--- config.mk ---
export PLATFORM = sky130hd
export DESIGN_NAME = mem_port_arbiter
export DESIGN_NICKNAME = d
export VERILOG_FILES = /design/src/rtl/rv64_mem_pkg.sv /design/src/rtl/mem_port_arbiter.sv
export SDC_FILE = /design/constraint.sdc
export NUM_CORES = 1
export LEC_CHECK = 0
export CORE_AREA = 2 2 208 210
export CTS_BUF_LIST = sky130_fd_sc_hd__clkbuf_8
export DETAILED_ROUTE_END_ITERATION = 16
export DIE_AREA = 0 0 210 212
export GPL_ROUTABILITY_DRIVEN = 0
export PLACE_DENSITY_LB_ADDON = 0.15
export SYNTH_ARGS = -nofsm -noshare
export SYNTH_HDL_FRONTEND = slang
export SYNTH_SLANG_ARGS = --single-unit
--- constraint.sdc ---
create_clock -name clk -period 1.74 [get_ports clk]
set_input_delay 0.261 -clock clk [delete_from_list [all_inputs] [get_ports clk]]
set_output_delay 0.261 -clock clk [all_outputs]
set_load 0.1 [all_outputs]
--- src/rtl/rv64_mem_pkg.sv ---
// Shared types and defaults for the instruction/data memory port arbiter.
// Pure declarations; no logic, no latency.
// Backpressure is not applicable to this package.
package rv64_mem_pkg;

  // Access sequencer states.
  typedef enum logic [1:0] {
    IDLE  = 2'd0,
    ISSUE = 2'd1,
    WAIT  = 2'd2,
    RESP  = 2'd3
  } state_e;

  // Which requester owns the access currently in flight.
  typedef enum logic {
    OWN_IF = 1'b0,
    OWN_LS = 1'b1
  } owner_e;

  localparam int WIDTH_DEF        = 64;
  localparam int BYTES            = WIDTH_DEF / 8;
  localparam int MEM_LATENCY_DEF  = 1;
  localparam int STARVE_LIMIT_DEF = 3;

endpackage

--- src/rtl/mem_port_arbiter.sv ---
// Shares one single-port memory between fetch and load/store, one access at a time.
// Latency: handshake N -> mem_en N+1 -> rsp_valid N+2+MEM_LATENCY (one-cycle pulse).
// Backpressure: ready only in IDLE/RESP; LS normally wins, fetch forced after STARVE_LIMIT LS grants; responses cannot be stalled.
module mem_port_arbiter
  import rv64_mem_pkg::*;
#(
  parameter int WIDTH        = WIDTH_DEF,
  parameter int MEM_LATENCY  = MEM_LATENCY_DEF,
  parameter int STARVE_LIMIT = STARVE_LIMIT_DEF
) (
  input  logic               clk,
  input  logic               rst_n,
  input  logic               if_req_valid,
  output logic               if_req_ready,
  input  logic [WIDTH-1:0]   if_req_addr,
  output logic               if_rsp_valid,
  output logic [WIDTH-1:0]   if_rsp_rdata,
  input  logic               ls_req_valid,
  output logic               ls_req_ready,
  input  logic [WIDTH-1:0]   ls_req_addr,
  input  logic [WIDTH/8-1:0] ls_req_we,
  input  logic [WIDTH-1:0]   ls_req_wdata,
  output logic               ls_rsp_valid,
  output logic [WIDTH-1:0]   ls_rsp_rdata,
  output logic               mem_en,
  output logic [WIDTH-1:0]   mem_addr,
  output logic [WIDTH/8-1:0] mem_we,
  output logic [WIDTH-1:0]   mem_wdata,
  input  logic [WIDTH-1:0]   mem_rdata,
  output logic               busy
);

  localparam int NB = WIDTH / 8;
  localparam int SW = (STARVE_LIMIT < 1) ? 1 : $clog2(STARVE_LIMIT + 1);

  state_e            state_q, state_d;
  owner_e            owner_q, owner_d;
  logic [SW-1:0]     starve_q, starve_d;
  logic [1:0]        lat_q, lat_d;
  logic [WIDTH-1:0]  addr_q, addr_d;
  logic [NB-1:0]     we_q, we_d;
  logic [WIDTH-1:0]  wdata_q, wdata_d;
  logic [WIDTH-1:0]  if_rdata_q, if_rdata_d;
  logic [WIDTH-1:0]  ls_rdata_q, ls_rdata_d;

  logic accepting;
  logic starve;
  logic if_hs;
  logic ls_hs;

  // Arbitration: LS has priority unless fetch has been passed over STARVE_LIMIT times.
  // Ready is held low while reset is asserted, even though the FSM sits in IDLE.
  always_comb begin
    accepting    = rst_n && ((state_q == IDLE) || (state_q == RESP));
    starve       = (starve_q == SW'(STARVE_LIMIT));
    if_req_ready = accepting && (!ls_req_valid || starve);
    ls_req_ready = accepting && !(if_req_valid && starve);
    if_hs        = if_req_valid && if_req_ready;
    ls_hs        = ls_req_valid && ls_req_ready;
  end

  // Next-state: request capture, latency countdown and response capture.
  always_comb begin
    state_d    = state_q;
    owner_d    = owner_q;
    starve_d   = starve_q;
    lat_d      = lat_q;
    addr_d     = addr_q;
    we_d       = we_q;
    wdata_d    = wdata_q;
    if_rdata_d = if_rdata_q;
    ls_rdata_d = ls_rdata_q;
    case (state_q)
      IDLE, RESP: begin
        if (if_hs) begin
          addr_d  = if_req_addr;
          we_d    = '0;
          wdata_d = '0;
          owner_d = OWN_IF;
          state_d = ISSUE;
        end else if (ls_hs) begin
          addr_d  = ls_req_addr;
          we_d    = ls_req_we;
          wdata_d = ls_req_wdata;
          owner_d = OWN_LS;
          state_d = ISSUE;
        end else begin
          state_d = IDLE;
        end
      end
      ISSUE: begin
        lat_d   = 2'(MEM_LATENCY - 1);
        state_d = WAIT;
      end
      WAIT: begin
        if (lat_q == 2'd0) begin
          if (owner_q == OWN_IF) begin
            if_rdata_d = mem_rdata;
          end else begin
            ls_rdata_d = (we_q == '0) ? mem_rdata : '0;
          end
          state_d = RESP;
        end else begin
          lat_d = lat_q - 2'd1;
        end
      end
      default: state_d = IDLE;
    endcase
    // Count LS wins that made a waiting fetch lose; any fetch win clears it.
    if (if_hs) begin
      starve_d = '0;
    end else if (ls_hs && if_req_valid && !starve) begin
      starve_d = starve_q + SW'(1);
    end
  end

  // State registers; reset drops any in-flight access without a response.
  always_ff @(posedge clk or negedge rst_n) begin
    if (!rst_n) begin
      state_q    <= IDLE;
      owner_q    <= OWN_IF;
      starve_q   <= '0;
      lat_q      <= '0;
      addr_q     <= '0;
      we_q       <= '0;
      wdata_q    <= '0;
      if_rdata_q <= '0;
      ls_rdata_q <= '0;
    end else begin
      state_q    <= state_d;
      owner_q    <= owner_d;
      starve_q   <= starve_d;
      lat_q      <= lat_d;
      addr_q     <= addr_d;
      we_q       <= we_d;
      wdata_q    <= wdata_d;
      if_rdata_q <= if_rdata_d;
      ls_rdata_q <= ls_rdata_d;
    end
  end

  // Memory port and response outputs; byte mask is gated so it is zero off-strobe.
  always_comb begin
    mem_en       = (state_q == ISSUE);
    mem_we       = mem_en ? we_q : '0;
    mem_addr     = addr_q;
    mem_wdata    = wdata_q;
    busy         = (state_q == ISSUE) || (state_q == WAIT);
    if_rsp_valid = (state_q == RESP) && (owner_q == OWN_IF);
    ls_rsp_valid = (state_q == RESP) && (owner_q == OWN_LS);
    if_rsp_rdata = if_rdata_q;
    ls_rsp_rdata = ls_rdata_q;
  end

endmodule
==> summary.md <==
| Metric | Value |
|---|---|
| Max Cap Violations | `0` |
| CTS sink cnt | `271` |
| Routed Antenna Nets | `0` |
| RSZ-0062 raised after global routing | `yes` |
| Synth warnings | `0` |
| Fin. Hold Viols | `0` |
| Reg2Reg Depth | `8` |
| Fmax achieved | `487 MHz` |
| First-pass GRT wire length | `64.1 mm` |
| CP max-delay cell | `dfrtp_1` |
| Die area | `44,500 um^2` |
| Syn Nets | `about 1,100` |
| Dpl hpwl | `30.0 mm` |
| GRT overflow | `0` |
| Via density per instance | `4.48` |
| DRT Wirelength | `43.1 mm` |
| Synth area leader | `dfrtp_1` |
| Setup ws final | `-0.315 ns` |
| Max Used Layer | `met4` |
| Slew headroom | `0.555` |
| M1 wire length | `16.3 mm` |
| Synth top area share | `0.606` |
| CP required | `2.21 ns` |
| Final setup fails | `150` |
| Clock Latency Late Sink | `0.60 ns` |
| Area Growth Syn to Fin | `97.9%` |
| Synth cell count leaders | `dfrtp_1 (271), mux2_2 (152), nand2_1 (137)` |
| I/O pins | `538` |
| H-Tree Depth | `2` |
| Syn Area/Cell | `13.4 um^2` |
| GRT Total Usage | `0.191` |
| Register bit count reported by yosys | `271` |
| Clk slew on worst S/H paths | `0.05 ns` |
| Tcrit/Tclk final | `1.18` |
| Primary FF master, synth | `dfrtp_1` |
| Slew at the pin with the worst max-slew slack | `0.668 ns` |
| Worst reg2reg path startpoint | `state_q[1]` |
| Arr. time, crit path | `2.52 ns` |
| CTS Buf Count | `51` |
| Stages on the worst setup path | `8` |
| FF-to-FF End | `mem_addr[54]` |
| Final Max Tran Viols | `0` |
| Post-synth cell types | `29` |
| DRT Pass-1 Iters | `4` |
| Worst path max stage delay | `0.42 ns` |
| Initial antenna violation count | `5` |
| Sequential area share after synthesis | `0.606` |
| Share of cells above drive strength 1 | `0.419` |
| Wire per inst | `21.2 um` |
| Synth async-reset ratio | `1.00` |
| Setup crit end kind | `register` |
| Worst slack, placed | `-0.341 ns` |
| Startpoint types | `register` |
| Crit path buffers/inverters | `4` |
| Largest cells by area after synthesis | `dfrtp_1 (61%), mux2_2 (15%), a22o_1 (5.6%), mux2_4 (5.4%), nand2_1 (4.6%)` |
| Mapped cell area | `between 10,000 and 15,000 um^2` |
| Vias | `9,093` |
| Post-route DRC | `0` |
| Status | `finished, violations left` |
| CTS tree | `yes` |
| Setup crit end | `mem_addr[54]` |
| CP Class | `reg2reg` |
| Most frequent cell after synthesis | `dfrtp_1` |
| Worst-case clock buffer depth | `3` |
| Violated checks | `setup timing` |
| Layout Nets | `1,719` |
| Worst path top cell family by delay | `buffers and inverters` |
| Port bufs | `537` |
| Min Tclk post-route | `2.05 ns` |
| Crit-path cells | `ha_4, buf_4, o211ai_4, buf_12, buf_12, buf_16, mux2_4, mux2_4` |
| DRT iter0 DRCs | `340` |
| Worst Hold Class | `in2async` |
| Core area | `42,500 um^2` |
| Largest net degree at the start of global routing | `120` |
| Vias in the first global route | `10,000` |
| DR WL met2 | `between 20 and 25 mm` |
| R2r setup slk | `-0.31 ns` |
| Final Skew | `0.0213 ns` |
| Die height | `212 um` |
| Die width | `about 210 um` |
| CTS root buf | `clkbuf_8` |
| CP max FO | `8` |
| Site row count | `76` |
| Met3 WL post-DR | `3.21 mm` |
| EDFF count, synth | `0` |
| Worst Setup SP | `state_q[1]` |
| Mapped Cells | `approximately 840` |
| Starting Density | `0.263` |
cells by family after synthesis:
group	count (synthesis)	synth area share
adders and majority gates	5	0.00559
DFF	271	0.606
and+or+nand+nor	163	0.0595
buffers and inverters	62	0.0310
muxes	192	0.207
AOI/OAI and AO/OA	145	0.0914
metal layers:
layer,vias to the layer above,global-route usage
li1,4175,-
met1,4507,0.216
met2,330,0.327
met3,81,0.0654
met4,0,0.0831
met5,-,0
tightest hold or removal path, delay by kind of cell:
family	cells	cell delay [ns]
buf+inv	3	0.83
worst min-delay path by stage:
stage                from               to  slack (ns)  cells after the start
CTS                 rst_n          owner_q        0.07                      4
detailed placement  rst_n       state_q[0]        0.09                      1
global route        rst_n          owner_q        0.12                      4
floorplan           rst_n  if_rsp_rdata[0]       -0.03                      0
finish              rst_n     mem_addr[20]        0.11                      3
global placement    rst_n          owner_q        0.09                      1
cell usage in the layout, fill, tap and decap left out, drive strengths merged, types with 2 or more instances in the layout:
cell type      instances
buf                  338
dfrtp                271
clkdlybuf4s50        266
mux2                 192
nand2                137
a22o                  72
o21ai                 66
clkbuf                60
inv                   32
and2                   9
diode                  5
nor2                   5
ha                     5
nor2b                  2
a21o                   2
nor4                   2
bufbuf                 2
a21oi                  2
nand3                  2
stage by stage:
step	cells	utilization	hold slack (ns)	TNS, ns	cell area [um^2]
after floorplan	838	-	-0.0346	-8.74	11600
after global placement	1910	0.484	0.0886	-26.80	20600
after detailed placement	1910	0.484	0.0897	-32.11	20600
after CTS	2017	0.517	0.0707	-33.29	22000
after global routing	2028	0.521	0.116	-35.40	22100
final	2029	0.521	0.110	-27.92	22100
timing repair:
item                       CTS  global route
resized for setup           36            10
hold endpoints to repair   207             5
gates cloned                 8             4
pin swaps                    2             4
setup endpoints to repair  150           236
buffers inserted            13             3
hold buffers                 1             1
state kept, by name (all words and copies together), names as in the netlist:
register,flops
if_rsp_rdata,64
ls_rsp_rdata,64
mem_addr,64
mem_wdata,64
we_q,8
lat_q,2
starve_q,2
state_q,2
owner_q,1
layout make-up:
type | count | area (um^2)
Multi-Input combinational cell | 505 | 4490
Timing Repair Buffer | 612 | 9250
Antenna cell | 5 | 12.5
Clock buffer | 56 | 771
Tap cell | 546 | 683
Sequential cell | 271 | 6780
Clock inverter | 29 | 139
Inverter | 5 | 23.8
Fill cell | 3628 | 20400
Power is left out: the tool's default activity adds up to more than one toggle a clock period on the data nets, which glitch-free logic cannot reach.
